$ cat config.mk
export PLATFORM = sky130hd
export DESIGN_NAME = mem_load_align
export DESIGN_NICKNAME = d
export VERILOG_FILES = /design/src/rtl/mem_load_align.sv
export SDC_FILE = /design/constraint.sdc
export NUM_CORES = 1
export LEC_CHECK = 0
export ABC_AREA = 1
export CAP_MARGIN = 20
export CORE_UTILIZATION = 35
export CTS_CLUSTER_DIAMETER = 150
export DETAILED_ROUTE_END_ITERATION = 10
export GPL_ROUTABILITY_DRIVEN = 0
export PLACE_DENSITY = 0.69
export SYNTH_ARGS = -nofsm -noshare
export SYNTH_HDL_FRONTEND = slang
export SYNTH_SLANG_ARGS = --single-unit
$ cat constraint.sdc
create_clock -name clk_i -period 1.4 [get_ports clk_i]
set_clock_uncertainty 0.15 [all_clocks]
set_input_delay 0.28 -clock clk_i [delete_from_list [all_inputs] [get_ports clk_i]]
set_output_delay 0.28 -clock clk_i [all_outputs]
set_load 0.02 [all_outputs]
$ cat src/rtl/mem_load_align.sv
// rtl/mem_load_align.sv - MEM-stage load alignment: memory read handshake and big-endian lane extraction
module mem_load_align #(
    parameter int unsigned WAIT_MAX = 16
) (
    input  logic        clk_i,
    input  logic        rst_ni,
    input  logic        load_req_i,
    input  logic [1:0]  load_type_i,
    input  logic [31:0] addr_i,
    output logic        mem_rd_en_o,
    output logic [31:0] mem_addr_o,
    input  logic        mem_ack_i,
    input  logic [31:0] mem_rd_data_i,
    output logic        stall_o,
    output logic [7:0]  byte_out_o,
    output logic [15:0] half_out_o,
    output logic [31:0] word_out_o,
    output logic        load_valid_o,
    output logic        align_err_o,
    output logic        timeout_err_o
);

    // Counter only ever holds 0..WAIT_MAX-1
    localparam int unsigned CW = (WAIT_MAX > 2) ? $clog2(WAIT_MAX) : 1;
    localparam logic [CW-1:0] WAIT_LAST = CW'(WAIT_MAX - 1);

    typedef enum logic [1:0] {
        S_IDLE,
        S_READ,
        S_DONE,
        S_ERR
    } state_t;

    state_t        state_q;
    logic [CW-1:0] wait_cnt_q;
    logic [1:0]    off_q;
    logic          mem_rd_en_q;
    logic [31:0]   mem_addr_q;
    logic [7:0]    byte_q;
    logic [15:0]   half_q;
    logic [31:0]   word_q;
    logic          load_valid_q;
    logic          align_err_q;
    logic          timeout_err_q;

    logic          accepting;
    logic          misaligned;
    logic [7:0]    byte_d;
    logic [15:0]   half_d;

    // Request qualification and the combinational pipeline hold
    always_comb begin
        accepting  = (state_q != S_READ);
        misaligned = 1'b0;
        case (load_type_i)
            2'b00:   misaligned = 1'b0;
            2'b01:   misaligned = addr_i[0];
            default: misaligned = (addr_i[1:0] != 2'b00);
        endcase
        stall_o = (state_q == S_READ) | (load_req_i & accepting & ~misaligned);
    end

    // Big-endian lane select from the returning memory word
    always_comb begin
        byte_d = 8'h00;
        case (off_q)
            2'b00: byte_d = mem_rd_data_i[31:24];
            2'b01: byte_d = mem_rd_data_i[23:16];
            2'b10: byte_d = mem_rd_data_i[15:8];
            2'b11: byte_d = mem_rd_data_i[7:0];
        endcase
        half_d = off_q[1] ? mem_rd_data_i[15:0] : mem_rd_data_i[31:16];
    end

    // Load FSM with registered handshake, lane and status outputs
    always_ff @(posedge clk_i or negedge rst_ni) begin
        if (!rst_ni) begin
            state_q       <= S_IDLE;
            wait_cnt_q    <= '0;
            off_q         <= 2'b00;
            mem_rd_en_q   <= 1'b0;
            mem_addr_q    <= 32'h0;
            byte_q        <= 8'h00;
            half_q        <= 16'h0000;
            word_q        <= 32'h0;
            load_valid_q  <= 1'b0;
            align_err_q   <= 1'b0;
            timeout_err_q <= 1'b0;
        end else begin
            load_valid_q  <= 1'b0;
            align_err_q   <= 1'b0;
            timeout_err_q <= 1'b0;
            case (state_q)
                S_READ: begin
                    if (mem_ack_i) begin
                        // An ack in the last allowed cycle still completes the load
                        state_q      <= S_DONE;
                        mem_rd_en_q  <= 1'b0;
                        word_q       <= mem_rd_data_i;
                        byte_q       <= byte_d;
                        half_q       <= half_d;
                        load_valid_q <= 1'b1;
                    end else if (wait_cnt_q == WAIT_LAST) begin
                        state_q       <= S_ERR;
                        mem_rd_en_q   <= 1'b0;
                        timeout_err_q <= 1'b1;
                    end else begin
                        wait_cnt_q <= wait_cnt_q + 1'b1;
                    end
                end
                default: begin
                    if (load_req_i) begin
                        if (misaligned) begin
                            state_q     <= S_ERR;
                            align_err_q <= 1'b1;
                        end else begin
                            state_q     <= S_READ;
                            mem_rd_en_q <= 1'b1;
                            mem_addr_q  <= {addr_i[31:2], 2'b00};
                            off_q       <= addr_i[1:0];
                            wait_cnt_q  <= '0;
                        end
                    end else begin
                        state_q <= S_IDLE;
                    end
                end
            endcase
        end
    end

    assign mem_rd_en_o   = mem_rd_en_q;
    assign mem_addr_o    = mem_addr_q;
    assign byte_out_o    = byte_q;
    assign half_out_o    = half_q;
    assign word_out_o    = word_q;
    assign load_valid_o  = load_valid_q;
    assign align_err_o   = align_err_q;
    assign timeout_err_o = timeout_err_q;

endmodule

Yosys cells after proc, flatten, opt, wreduce, memory -nomap -nowiden
Cells that the tools add are included.
W data, S select, Z words.

word-level totals
  word-level logic and storage cells = 62
  output and inout bits = 93
  flip-flop bits (word level) = 98

operators by class
  mux-type cells = 26
  bitwise logic cells = 5
  reduce and logical (&&, ||, !) cells = 8
  $add $sub $neg = 1
  eq/ne operators = 11

operator list
  operator               count
  $pmux W8 S4            1
  $mux W4                5
  $mux W16               1
  $mux W1                13
  $mux W2                5
  $eq A2 B1 Y1 const B   3
  $reduce_and A3 Y1      2
  $add A4 B1 Y4 const B  1
  $eq A2 B2 Y1 const B   2
  $eq A4 B4 Y1 const B   1
  $logic_not A2 Y1       2
  $ne A2 B1 Y1 const B   2
  $ne A2 B2 Y1 const B   2
  $reduce_and A4 Y1      1
  $reduce_bool A2 Y1     2
  $ne A3 B2 Y1 const B   1
  $and A1 B1 Y1          2
  $not A1 Y1             2
  $pmux W1 S2            1
  $reduce_and A2 Y1      1
  $or A1 B1 Y1           1

Depth between registers and ports, before layout
Gate-level depths: netlist of run 1.

  word-level depth = 5
  depth in mapped cells = 9
  mapped depth without buffers = 7

Least setup slack after synthesis of run 1
OpenSTA, ideal clock, no wires.

  kind = reg-to-output
  start point = register state_q[0]
  end point = output stall_o
  required time = 0.970 ns
  arrival time = 1.002 ns
  stages on the path, launching flop included = 5
  setup slack = -0.032 ns
  path through = dfrtp_1 -> a21oi_2 -> nand2_1 -> buf_2 -> nand2_1

between the ends
  cells in the longest elaborated chain, start to end = 4
  elaborated cells on any way between the ends = 5

RTL lines
  what                         line  source
  start: declaration           34    state_t state_q;
  start signal: assignment     78    state_q <= S_IDLE;
  start signal: assignment     97    state_q <= S_DONE;
  start signal: assignment     104   state_q <= S_ERR;
  $ne A2 B1 Y1                 53    accepting = (state_q != S_READ);
  $and A1 B1 Y1 (2 in series)  60    stall_o = (state_q == S_READ) | (load_req_i & accepting & ~misaligned);
  $or A1 B1 Y1 *               60
  end: declaration             14    output logic stall_o,

Mark *: on every way between the ends. The rest lies on a longest branch, timed or not.

Final worst setup path of run 1
  start point = input load_type_i[0]
  end point = output stall_o

between the ends
  cells in the longest elaborated chain, start to end = 5
  elaborated cells on any way between the ends = 6

RTL lines
  what                                              line  source
  start: declaration                                8     input logic [1:0] load_type_i,
  $eq A2 B1 Y1 or $logic_not A2 Y1 (tied branches)  55    case (load_type_i)
  $pmux W1 S2 *                                     55
  $not A1 Y1 (no line) *                            --
  $and A1 B1 Y1 *                                   60
  $or A1 B1 Y1 *                                    60

Marked as above.

==> results of run 1 <==
[flip-flops by register name (all words and copies together), names as in the netlist]
signal,flops
mem_addr_o,30
wait_cnt_q,4
load_valid_o,1
timeout_err_o,1
off_q,2
mem_rd_en_o,1
word_out_o,32
byte_out_o,8
align_err_o,1
half_out_o,16
state_q,2
[area by class of cell]
cell class                 instances  area, µm²  area share, %
clock buffer                      12        236           3.76
clock inverter                     3       17.5          0.279
inverter                          38        150           2.39
multi-input combinational        340       1570           25.0
sequential                        98       2450           39.0
tap                              143        179           2.85
timing repair buffer             203       1670           26.6
[what timing repair did]
| item | 4_1_cts | 5_1_grt |
|---|---|---|
| gates cloned | 4 | 2 |
| hold endpoints to repair | 98 | 0 |
| hold buffers | 1 | 0 |
| setup endpoints to repair | 184 | 106 |
| setup buffers | 1 | 1 |
| gates resized for setup | 373 | 51 |
| pin swaps | 2 | 1 |
[metrics by stage]
| stage | util [%] | cells | hold slack [ns] |
|---|---|---|---|
| after detailed placement | 53.4 | 813 | 0.00623 |
| after global routing | 54.6 | 837 | 0.232 |
| after global placement | 53.4 | 813 | 0.00303 |
| after floorplan | - | 504 | -0.166 |
| after CTS | 53.5 | 834 | 0.201 |
| final | 54.6 | 837 | 0.201 |
[per-layer routing]
| metal | track usage, % | vias up | part of all wire, % |
|---|---|---|---|
| met5 | 0 | - | 0 |
| met4 | 4.77 | 0 | 1.1 |
| met3 | 6.31 | 12 | 9.8 |
| met2 | 32.6 | 165 | 47 |
| met1 | 24.5 | 1851 | 43 |
| li1 | - | 1923 | - |
[worst max path at each step]
stage | start | endpoint | slack [ns] | cells past startpoint
after detailed placement | load_req_i | stall_o | -0.74 | 6
after floorplan | state_q[0]$_DFFE_PN0P_ | stall_o | 0.01 | 4
after global routing | load_type_i[0] | stall_o | -0.30 | 7
after CTS | state_q[1]$_DFFE_PN0P_ | stall_o | -0.23 | 5
after global placement | load_req_i | stall_o | -0.69 | 6
final | load_type_i[0] | stall_o | -0.24 | 7
[cells by family (layout without fill, tap and decap cells)]
family                     Yosys count  after routing  synth area share (%)
other                                1              2                0.0895
AOI/OAI and AO/OA                   25             25                  3.08
xor gates and xnor gates             1              1                 0.209
and+or+nand+nor                    311            311                  30.6
buffers and inverters               66            256                  7.17
DFF                                 98             98                  58.6
adders and majority gates            1              1                 0.299
[power groups by stage]
stage / Combinational (µW) / Sequential, µW / Clock [µW]
3_3_place_gp: 6240 / 4710 / 0
2_1_floorplan: 1720 / 6040 / 0
3_5_place_dp: 6350 / 4750 / 0
5_1_grt: 6170 / 4880 / 2340
6_report: 5660 / 4730 / 2170
4_1_cts: 5530 / 4690 / 2230
[worst register-to-register path: stages, from the launching register on]
cell     delay, ns
dfrtp_1       0.41
buf_6         0.13
nand2_4       0.05
buf_6         0.12
nor2_4        0.18
buf_12        0.21
buf_12        0.14
nand2_1       0.05
nand2_1       0.07
[layout by cell type, fill, tap and decap left out]
cell	netlist	routed
o21ai_1	12	13
a21oi_4	0	1
nand3_1	64	59
o21ai_2	0	5
nand2_2	1	6
nand2_1	231	219
dfrtp_1	98	98
buf_6	1	4
a21oi_1	3	3
dlygate4sd2_1	0	2
buf_4	8	27
nor3b_1	1	1
clkinvlp_4	0	1
or2_1	0	1
buf_16	0	3
inv_2	2	3
nand3_2	0	4
or2_0	9	8
clkdlybuf4s50_1	0	66
ha_1	1	1
conb_1	1	2
clkinv_2	0	2
dlygate4sd3_1	0	1
clkbuf_1	6	3
nor2_1	3	3
xnor2_1	1	1
o21ai_0	9	3
nand3_4	0	1
clkbuf_16	0	11
inv_1	36	34
inv_8	0	1
buf_8	0	1
nor2_4	0	2
nand2_4	0	7
buf_2	12	90
buf_12	0	7
==> metrics.txt, run 1 <==
status=complete, but fails checks; failing checks=design-rule violations, negative setup slack; Via-to-Cell Ratio=4.72; fillcell total=1088; Die X=111 µm; Slew Viols, Final=0; Critical Path Start Type=input port; Power Dens Cells=2000 mW/mm²; dominant cells by area after synthesis=dfrtp_1 (59%), nand2_1 (21%), nand3_1 (7.6%), inv_1 (3.2%), buf_2 (1.4%); post-route minimum period=1.64 ns; GRT Residual Overflow=0; Root Buffer=clkbuf_16; GRT Total Usage=19.5%; Design Power=12600 µW; pin count of the biggest net entering global routing=41; final period utilization=117%; Worst Path Buf+Inv=2; slowest stage cell, crit path=clkdlybuf4s50_1; Yosys reg bits=98; share of total power in sequential cells=37.7%; cell depth of the worst flop-to-flop path=8; VDD IR-drop max=0.786 mV; # setup viols final=95; DP Area=0.00615 mm²; asr flop ratio synth=100%; P_sw=5220 µW; Logic pwr share=45.1%; top-area cell type share of the netlist area=58.6%; Setup Crit Path Kind=input port to output pin; Worst Setup End Kind=output pin; hpwl dp=8.22 mm; vias in the first global route=3966; final setup TNS=-10.70 ns; Mean Syn Cell Area=8.33 µm²; nets@finish=761; Crit path max-delay family=buffers and inverters; Gate Count Post-Synth=503; cell internal pwr=7350 µW; vias=3951; core area=0.0115 mm²; initial cell density of the core=36.4%; Synth area leader=dfrtp_1; Seq/Total Area, Yosys=58.6%; most frequent cell after synthesis=nand2_1; Worst path most repeated cell=nand2_2; Post-synth EDFFs=0; IO buf count=160; drc violations=26; Cell variety after synth=22; Setup WS pre-CTS=-0.744 ns; clock share of power=17.2%; Post-Syn Area=0.00419 mm²; Warnings, synthesis=0; Worst-path clk slew=0.06 ns; drt total wl=11.8 mm; R2R Path End=half_out_o[11]$_DFFE_PN0P_; RSZ-0062 raised after global routing=yes; reported leakage power=0.00339 µW; initial antenna violation count=0; Main synth FF type=dfrtp_1; Min-Delay Path Class=input port to asynchronous set/reset pin; wire length per cell=14.0 µm; layout cells sized above 1=25.4%; row count=39; data arrival time of the critical path=1.21 ns; commonest cells in the netlist=nand2_1 (231), dfrtp_1 (98), nand3_1 (64), inv_1 (36); worst reg2reg path startpoint=state_q[0]$_DFFE_PN0P_; IO Count=163; Worst Path Required=0.97 ns; Net Sw Frac=41.5%; synth-to-layout area growth=50.0%; CP Max Fanout=2; Worst path max stage delay=0.46 ns; MaxCap Viol Count=0; CTS tree=yes; Sink Count=98; Fmax=0.609 GHz; Clock Tree Buf Depth=2; Final Worst Setup Slack=-0.243 ns; Initial DRC Count=208; Final Hold Viols=0; die height=111 µm; post-route cell area=0.00628 mm²; H-Tree Depth=3; Worst R2R Setup Slack=-0.18 ns; drt pass-1 iters=8; Final ANT Viol Nets=0; n_diodes=0; CP Cell Sequence=clkdlybuf4s50_1 -> nand2_1 -> nand2_1 -> nand2_2 -> nand2_2 -> nand2_2 -> buf_6; clock latency on the worst-skew pair=0.33 ns; die footprint=0.0124 mm²; first-pass GRT wire length=19.4 mm; CTS Buf Count=9
Note: power is estimated with default switching activity, not from simulation.
==> inputs of run 2 (changes only) <==
--- a/config.mk
+++ b/config.mk
@@ -6,12 +6,11 @@
 export NUM_CORES = 1
 export LEC_CHECK = 0
 export ABC_AREA = 1
-export CAP_MARGIN = 20
 export CORE_UTILIZATION = 35
 export CTS_CLUSTER_DIAMETER = 150
 export DETAILED_ROUTE_END_ITERATION = 10
 export GPL_ROUTABILITY_DRIVEN = 0
-export PLACE_DENSITY = 0.69
+export PLACE_DENSITY = 0.66
 export SYNTH_ARGS = -nofsm -noshare
 export SYNTH_HDL_FRONTEND = slang
 export SYNTH_SLANG_ARGS = --single-unit
==> constraint.sdc (replaced) <==
create_clock -name clk_i -period 1.6 [get_ports clk_i]
set_clock_uncertainty 0.15 [all_clocks]
set_input_delay 0.32 -clock clk_i [delete_from_list [all_inputs] [get_ports clk_i]]
set_output_delay 0.32 -clock clk_i [all_outputs]
set_load 0.02 [all_outputs]
==> metrics.txt, run 2 (synthesis gave the netlist of run 1 again) <==
hpwl dp=8.08 mm (was 8.22 mm); CP Cell Sequence=buf_4 -> nand2_2 -> buf_4 -> nor2_4 -> inv_2 -> buf_12 -> nand2_1 -> o21ai_0 (was clkdlybuf4s50_1 -> nand2_1 -> nand2_1 -> nand2_2 -> nand2_2 -> nand2_2 -> buf_6); Final Hold Viols=0 (unchanged); Worst-path clk slew=0.07 ns (was 0.06 ns); status=complete, but fails checks (unchanged); Initial DRC Count=263 (was 208); Root Buffer=clkbuf_16 (unchanged); clock latency on the worst-skew pair=0.34 ns (was 0.33 ns); Clock Tree Buf Depth=2 (unchanged); max reg flops=32 (unchanged); MaxCap Viol Count=0 (unchanged); VDD IR-drop max=0.759 mV (was 0.786 mV); pin count of the biggest net entering global routing=54 (was 41); # setup viols final=4 (was 95); Slew Viols, Final=0 (unchanged); row count=39 (unchanged); fillcell total=1082 (was 1088); area of the multi-input gates=0.00147 mm² (was 0.00157 mm²); layout cells sized above 1=8.26% (was 25.4%); Critical Path Start Type=flip-flop (was input port); drt total wl=11.5 mm (was 11.8 mm); wire length per cell=14.0 µm (about the same); Worst Path Required=1.67 ns (was 0.97 ns); Sink Count=98 (unchanged); Final ANT Viol Nets=0 (unchanged); final period utilization=102%; Crit path max-delay family=buffers and inverters (unchanged); storage element area=0.00245 mm² (unchanged); data arrival time of the critical path=1.71 ns (was 1.21 ns); Worst path most repeated cell=buf_4 (was nand2_2); drc violations=26 (unchanged); drt pass-1 iters=8 (unchanged); n_diodes=0 (unchanged); post-route minimum period=1.64 ns; nets@finish=744 (was 761); IO buf count=160 (unchanged); CP Max Fanout=35 (was 2); Min-Delay Path Class=input port to asynchronous set/reset pin (unchanged); CTS tree=yes (unchanged); Power Dens Cells=1760 mW/mm² (was 2000 mW/mm²); vias in the first global route=3885 (was 3966); IO Count=163 (unchanged); synth-to-layout area growth=51.5% (was 50.0%); Layout Utilization=55.1% (was 54.6%); H-Tree Depth=3 (unchanged); Worst path max stage delay=0.37 ns (was 0.46 ns); Die X=111 µm (unchanged); first-pass GRT wire length=19.0 mm (was 19.4 mm); initial antenna violation count=0 (unchanged); Fmax=0.611 GHz; CTS Buf Count=9 (unchanged); GRT Residual Overflow=0 (unchanged); commonest cells after routing, fill and taps aside=nand2_1 (226), dfrtp_1 (98), dlygate4sd2_1 (90), clkdlybuf4s50_1 (63), nand3_1 (62) (was nand2_1 (219), dfrtp_1 (98), buf_2 (90), clkdlybuf4s50_1 (66), nand3_1 (59)); RSZ-0062 raised after global routing=yes (unchanged); initial cell density of the core=36.4% (unchanged); core area=0.0115 mm² (unchanged); die height=111 µm (unchanged); vias=3824 (was 3951); final setup TNS=-0.0957 ns (was -10.70 ns); Worst Setup End Kind=flip-flop (was output pin); die footprint=0.0124 mm² (unchanged); GRT Total Usage=19.4% (was 19.5%); slowest stage cell, crit path=dfrtp_1 (was clkdlybuf4s50_1); failing checks=design-rule violations, negative setup slack (unchanged); reported leakage power=0.00346 µW (was 0.00339 µW); Via-to-Cell Ratio=4.66 (was 4.72); Worst Path Buf+Inv=4 (was 2); Final Worst Setup Slack=-0.0376 ns (was -0.243 ns); Setup Crit Path Kind=flip-flop to flip-flop (was input port to output pin); commonest non-fill, non-tap cell in the layout=nand2_1 (unchanged)
[run 2: cell types whose count changed in the layout (fill, tap and decap cells not counted), moves of 5 or more]
cell,previous run,this run
buf_2,90,0
buf_4,27,19
dlygate4sd2_1,2,90
dlymetal6s2s_1,0,5
nand2_1,219,226
nand2_4,7,0
o21ai_0,3,9
o21ai_2,5,0
[run 2: worst paths after layout]
kind	from	endpoint	slack [ns]	cells after the start
min in group clk_i	load_req_i	state_q[0]$_DFFE_PN0P_	0.18	3
max	state_q[0]$_DFFE_PN0P_	word_out_o[17]$_DFFE_PN0P_	-0.04	8
max reg2reg	state_q[0]$_DFFE_PN0P_	word_out_o[17]$_DFFE_PN0P_	-0.04	8
min reg2reg	word_out_o[26]$_DFFE_PN0P_	word_out_o[26]$_DFFE_PN0P_	0.32	2
max in group asynchronous	rst_ni	mem_addr_o[6]$_DFFE_PN0P_	0.63	3
min	rst_ni	word_out_o[27]$_DFFE_PN0P_	0.18	2
[run 2: repair_timing]
| item | CTS | global route |
|---|---|---|
| gates cloned | 0 | 1 |
| hold endpoints to repair | 98 | 0 |
| pin swaps | 0 | 2 |
| buffers inserted | 0 | 1 |
| endpoints found under the setup margin | 91 | 38 |
| hold buffers | 1 | 0 |
| resized for setup | 94 | 15 |
[run 2: metal layers]
metal,vias to the layer above,global-route usage [%],part of all wire [%]
li1,1894,-,-
met3,7,7.68,10
met4,0,5.32,0.89
met2,151,31.6,45
met5,-,0,0
met1,1772,24.1,44
[run 2: layout make-up]
cell class,instances,area share [%]
Inverter,38,2.25
Sequential cell,98,38.7
Timing Repair Buffer,186,28.2
Tap cell,143,2.82
Clock buffer,13,4.26
Multi-Input combinational cell,340,23.1
Clock inverter,3,0.690
[run 2: report_power, final]
part | switching (µW) | internal, µW
Clock | 923 | 1340
Sequential | 537 | 3510
Combinational | 2980 | 1880
Total | 4440 | 6730
[run 2: through the flow]
stage | total power, µW | instances | hold slack (ns) | area (µm²) | setup WS, ns
2_1_floorplan | 6780 | 504 | -0.126 | 4190 | 0.128
3_3_place_gp | 9540 | 802 | -0.0107 | 6060 | -0.568
3_5_place_dp | 9660 | 802 | -0.0126 | 6060 | -0.614
4_1_cts | 11200 | 819 | 0.170 | 6270 | -0.180
5_1_grt | 11900 | 821 | 0.184 | 6340 | -0.101
6_report | 11200 | 821 | 0.184 | 6340 | -0.0376
==> inputs of run 3 (changes only) <==
--- a/config.mk
+++ b/config.mk
@@ -6,6 +6,7 @@
 export NUM_CORES = 1
 export LEC_CHECK = 0
 export ABC_AREA = 1
+export CORE_MARGIN = 10
 export CORE_UTILIZATION = 35
 export CTS_CLUSTER_DIAMETER = 150
 export DETAILED_ROUTE_END_ITERATION = 10
==> metrics.txt, run 3 (synthesis gave the netlist of run 1 again) <==
reported leakage power=0.00351 µW (was 0.00346 µW); die footprint=0.0167 mm² (was 0.0124 mm²); Clock Tree Buf Depth=2 (unchanged); slowest stage cell, crit path=clkdlybuf4s50_1 (was dfrtp_1); IO buf count=160 (unchanged); uppermost layer routed=met4 (unchanged); final period utilization=106% (was 102%); Root Buffer=clkbuf_16 (unchanged); Design Power=11700 µW (was 11200 µW); Final Hold Viols=0 (unchanged); Logic pwr share=42.6% (was 43.5%); share of total power in sequential cells=34.5% (was 36.2%); Worst-path clk slew=0.06 ns (was 0.07 ns); CTS tree=yes (unchanged); n_diodes=0 (unchanged); initial cell density of the core=36.2% (was 36.4%); Sink Count=98 (unchanged); H-Tree Depth=3 (unchanged); hpwl dp=9.75 mm (was 8.08 mm); cell internal pwr=7180 µW (was 6730 µW); Worst Path Required=1.13 ns (was 1.67 ns); Hold EP=state_q[0]$_DFFE_PN0P_; hold path depth=3; R2R Path End=word_out_o[19]$_DFFE_PN0P_ (was word_out_o[17]$_DFFE_PN0P_); vias=3871 (was 3824); Layout Utilization=56.0% (was 55.1%); Worst R2R Setup Slack=0.09 ns (was -0.04 ns); Hold Startpoint=load_req_i; Initial DRC Count=189 (was 263); drc violations=0 (was 26); worst reg2reg path startpoint=state_q[0]$_DFFE_PN0P_ (unchanged); Net Sw Frac=38.7% (was 39.7%); first-pass GRT wire length=20.4 mm (was 19.0 mm); nets@finish=749 (was 744); GRT Total Usage=15.3% (was 19.4%); Critical Path Start Type=input port (was flip-flop); status=complete, but fails checks (unchanged); Worst path max stage delay=0.45 ns (was 0.37 ns); synth-to-layout area growth=54.5% (was 51.5%); WHS=0.179 ns (was 0.184 ns); Slew Viols, Final=0 (unchanged); routed wl met2=5.65 mm (was 5.23 mm); clock share of power=22.9% (was 20.3%); Worst Setup End Kind=output pin (was flip-flop); clock latency on the worst-skew pair=0.35 ns (was 0.34 ns); Fmax=0.589 GHz (was 0.611 GHz); max reg flops=32 (unchanged); drt total wl=12.7 mm (was 11.5 mm); post-route minimum period=1.70 ns (was 1.64 ns); commonest non-fill, non-tap cell in the layout=nand2_1 (unchanged); Power Dens Cells=1810 mW/mm² (was 1760 mW/mm²); commonest cells after routing, fill and taps aside=nand2_1 (228), dfrtp_1 (98), dlygate4sd2_1 (89), clkdlybuf4s50_1 (64), nand3_1 (63) (was nand2_1 (226), dfrtp_1 (98), dlygate4sd2_1 (90), clkdlybuf4s50_1 (63), nand3_1 (62)); pin count of the biggest net entering global routing=42 (was 54); failing checks=negative setup slack (was design-rule violations, negative setup slack); CP Max Fanout=2 (was 35); WL met1=5.22 mm (was 5.00 mm); RSZ-0062 raised after global routing=yes (unchanged); IO Count=163 (unchanged); drt pass-1 iters=4 (was 8); initial antenna violation count=0 (unchanged); Setup Crit Path Kind=input port to output pin (was flip-flop to flip-flop); Final ANT Viol Nets=0 (unchanged); Die X=129 µm (was 111 µm); Crit path max-delay family=buffers and inverters (unchanged); data arrival time of the critical path=1.23 ns (was 1.71 ns); met3 WL=1.71 mm (was 1.16 mm); core area=0.0116 mm² (was 0.0115 mm²); GRT Residual Overflow=0 (unchanged); die height=129 µm (was 111 µm); wire length per cell=15.4 µm (was 14.0 µm); Final Worst Setup Slack=-0.0991 ns (was -0.0376 ns); Via-to-Cell Ratio=4.69 (was 4.66); P_sw=4540 µW (was 4440 µW); CP Cell Sequence=clkdlybuf4s50_1 -> inv_1 -> nand2_2 -> nand2_1 -> nand2_1 -> nand2_1 -> buf_6 (was buf_4 -> nand2_2 -> buf_4 -> nor2_4 -> inv_2 -> buf_12 -> nand2_1 -> o21ai_0); final setup TNS=-0.0991 ns (was -0.0957 ns); Worst Path Buf+Inv=3 (was 4); MaxCap Viol Count=0 (unchanged); Min-Delay Path Class=input port to flip-flop (was input port to asynchronous set/reset pin); VDD IR-drop max=1.07 mV (was 0.759 mV); layout cells sized above 1=8.78% (was 8.26%); CTS Buf Count=9 (unchanged); Setup WS pre-CTS=-0.650 ns (was -0.614 ns); row count=39 (unchanged); cell depth of the worst flop-to-flop path=8 (unchanged); # setup viols final=1 (was 4); Worst path most repeated cell=nand2_1 (was buf_4); vias in the first global route=4073 (was 3885)
-- run 3: cell types whose count changed in the layout (fill, tap and decap cells not counted), sizes merged --
cell | previous run | this run
bufinv | 1 | 4
clkbuf | 14 | 11
clkdlybuf4s15 | 0 | 1
dlygate4sd2 | 90 | 89
buf | 26 | 31
clkinv | 1 | 0
dlymetal6s2s | 5 | 4
clkdlybuf4s50 | 63 | 64
clkinvlp | 0 | 1
-- run 3: layout make-up --
class | count | area, µm²
clock buffers | 10 | 239
clock inverters | 6 | 136
fillers | 1063 | 5090
inverters | 38 | 145
multi-input cells | 340 | 1460
flip-flops and latches | 98 | 2450
well taps | 143 | 179
repair buffers | 191 | 1860
-- run 3: power groups by stage --
stage | Combinational (µW) | Clock [µW] | Sequential (µW)
after global routing | 5520 | 2840 | 4190
after floorplan | 1500 | 0 | 5290
after detailed placement | 5710 | 0 | 4120
after CTS | 5020 | 2740 | 4050
final | 4990 | 2680 | 4040
after global placement | 5630 | 0 | 4090
-- run 3: worst max path at each step --
stage / to / start / slack (ns) / cells after the start
2_1_floorplan: stall_o / state_q[0]$_DFFE_PN0P_ / 0.13 / 4
3_3_place_gp: stall_o / addr_i[0] / -0.58 / 7
3_5_place_dp: stall_o / load_req_i / -0.65 / 6
4_1_cts: stall_o / load_req_i / -0.19 / 6
5_1_grt: stall_o / state_q[1]$_DFFE_PN0P_ / -0.20 / 5
6_report: stall_o / load_type_i[1] / -0.1 / 7
-- run 3: timing repair --
| item | in CTS | in global routing |
|---|---|---|
| setup buffers | 0 | 3 |
| hold buffers | 1 | 0 |
| gates cloned | 0 | 1 |
| pin swaps | 0 | 5 |
| hold endpoints to repair | 21 | 0 |
| setup endpoints to repair | 92 | 52 |
| gates resized for setup | 95 | 16 |
-- run 3: per-stage QoR --
step / cell area, µm² / cells
detailed placement: 6120 / 806
global placement: 6120 / 806
CTS: 6390 / 823
finish: 6470 / 826
floorplan: 4190 / 504
global route: 6470 / 826
-- run 3: routing by layer --
layer,vias up,GRT usage (%)
li1,1908,-
met1,1800,18.1
met2,149,23.3
met3,14,8.08
met4,0,5.42
met5,-,0
-- run 3: tightest hold or removal path, delay by kind of cell --
| family | cells | cell delay (ns) |
|---|---|---|
| compound gates | 1 | 0.08 |
| buf+inv | 2 | 0.22 |
==> edit, RTL diff (settings of run 2) <==
`WAIT_MAX`: 16 -> 32.
--- a/src/rtl/mem_load_align.sv
+++ b/src/rtl/mem_load_align.sv
@@ -1,5 +1,5 @@
 // rtl/mem_load_align.sv - MEM-stage load alignment: memory read handshake and big-endian lane extraction
 module mem_load_align #(
-    parameter int unsigned WAIT_MAX = 16
+    parameter int unsigned WAIT_MAX = 32
 ) (
     input  logic        clk_i,
Formal check against the unedited RTL: same outputs for any inputs over 4 cycles, from zero or initial values and one cycle with rst_ni low; that may be too few to reach the edited logic, so the function may still have changed.
==> edit against run 2 <==
The run ends with negative setup slack left; cell area up 5.4%; largest cell class unchanged; die area up 6.0%; first-iteration DRC count down 42%; worst setup slack better by 0.027 ns; routed wire length up 0.23%; sequential share of layout area down 1.6 points; highest routed layer unchanged; core utilization down 0.31 points; total power up 1.8%; synthesized area up 6.1%; global-route usage down 1.0 points; cell count up 3.9%; sequential cell count up 1; non-clock buffer count up 7.
==> edit: results <==
group,metric,value,unit
logic_synthesis,async_flop_share,1.00,
logic_synthesis,synth_xor_xnor_area_share,0,
route,drtIter0Drc,153,
logic_synthesis,synth_compound_area_frac,0.0991,
clock_tree,htree_levels,3,
clock_tree,cts_buffers,9,
place,portBuffers,160,
cells_and_area,largest_reg_flops,32,
logic_synthesis,synthTopCellsByCount,"170 x nand2_1, 99 x dfrtp_1, 67 x inv_1",
power_and_ir_drop,irDropWorstVdd,589,uV
route,drt-total-wl,11.5,mm
clock_tree,cts.clk_slew.worst_paths,0.06,ns
global_route,grt_start_max_net_pins,62,
logic_synthesis,yosysSeqAreaShare,0.557,
logic_synthesis,synthAdderAreaFrac,0.00563,
logic_synthesis,synth_area_leaders,"dfrtp_1 56%, nand2_1 14%, o21ai_2 5.9%, inv_1 5.7%, nand3_1 3.5%",
cells_and_area,drive_gt1_frac,0.175,
power_and_ir_drop,p_leak,3.59,nW
global_route,antenna_found_initial,0,
worst_setup_path,crit_arrival,1.70,ns
clock_tree,cts_root_buf,"clkbuf_16",
min_path,hold_path_class,"in -> async",
place,place_hpwl,8.37,mm
place,place_area,0.00637,sq mm
logic_synthesis,yosysWarnings,0,
global_route,grt_pass1_wl,18.7,mm
place,dp_slack,-0.598,ns
place,dpl.cell_count,834,
clock_tree,clk_latency,0.34,ns
worst_setup_path,path_max_fanout,5,
sta,fin_tns_setup,-0.0290,ns
clock_tree,clk_path_buf_depth,2,
logic_synthesis,syn_area_per_cell,8.87,sq um
outcome,violations,"negative setup slack",
logic_synthesis,synthMuxAreaShare,0,
logic_synthesis,synth_ff_type,"dfrtp_1",
route,dr.pass1.iters,4,
sta,setup-violations-final,4,
cells_and_area,final_net_count,754,
outcome,outcome,"complete, but fails checks",
global_route,grt_pass1_vias,3875,
global_route,grt_use_total,0.184,
cells_and_area,n_antenna_cell,0,
logic_synthesis,synth.distinct_cells,26,
route,viasPerCell,4.47,
cells_and_area,num-fill-cells,1165,
sta,setup_ws,-0.0110,ns
route,post_drt_wl_per_cell,13.5,um
## edit: changes by cell type after synthesis, moves of 3 or more
cell,before,now
buf_6,1,6
inv_2,2,5
clkbuf_1,6,1
or2_2,0,6
nand2_1,231,170
o21ai_0,9,6
nand2_2,1,19
buf_2,12,9
o21ai_2,0,30
inv_1,36,67
nand3_1,64,31
or2_0,9,3
o21ai_1,12,27
## edit: worst max-delay path: stages, from the launching register on
cell and delay [ns]:
dfrtp_1 0.39, ha_2 0.20, nand2_2 0.08, nor2_2 0.04, ha_2 0.18, inv_2 0.07
nand3_4 0.10, nand2_2 0.08, nand2_2 0.08, nand2_1 0.08, nand2_1 0.05
## edit: layer usage
metal / vias to the layer above / part of all wire / global-route usage
met5: - / 0 / 0
met4: 0 / 0.022 / 0.0788
met3: 16 / 0.074 / 0.0471
met2: 137 / 0.45 / 0.292
met1: 1776 / 0.46 / 0.239
li1: 1888 / - / -
## edit: cell families after synthesis
kind of cell / Yosys count
buffers and inverters: 96
flip-flops: 99
other: 1
AND/OR/NAND/NOR: 238
AO/OA/AOI/OAI: 65
adder cells (fa/ha/maj): 2
## edit: final timing paths
path	startpoint	to	slack, ns	cells past startpoint
worst max-delay path	wait_cnt_q[1]$_DFFE_PN0P_	wait_cnt_q[2]$_DFFE_PN0P_	-0.01	10
worst min-delay path	rst_ni	word_out_o[12]$_DFFE_PN0P_	0.17	2
worst max register to register	wait_cnt_q[1]$_DFFE_PN0P_	wait_cnt_q[2]$_DFFE_PN0P_	-0.01	10
worst min register to register	word_out_o[1]$_DFFE_PN0P_	word_out_o[1]$_DFFE_PN0P_	0.32	2
max in group asynchronous	rst_ni	word_out_o[19]$_DFFE_PN0P_	0.50	3
min in group clk_i	addr_i[0]	off_q[0]$_DFFE_PN0P_	0.26	4
## edit: layout make-up
cell class | instances | area, sq um | area share
Clock inverter | 3 | 65.1 | 0.00973
Inverter | 72 | 270 | 0.0404
Timing Repair Buffer | 193 | 1870 | 0.279
Sequential cell | 99 | 2480 | 0.370
Multi-Input combinational cell | 307 | 1570 | 0.234
Tap cell | 168 | 210 | 0.0314
Clock buffer | 11 | 233 | 0.0348
## edit: timing repair
item                                    4_1_cts  5_1_grt
endpoints found under the hold margin        99        0
buffers inserted                              1        2
gates resized for setup                     101       18
cloned                                        1        0
pin swaps                                     1        9
endpoints found under the setup margin      125       38
hold buffers                                  1        0
## edit: power breakdown
part           switching (mW)  total, mW  leakage (nW)  internal [mW]
Clock                   0.893       2.25         0.145           1.35
Sequential              0.595       4.12          1.23           3.53
Combinational            2.97       5.01          2.22           2.04
Total                    4.46       11.4          3.59           6.92
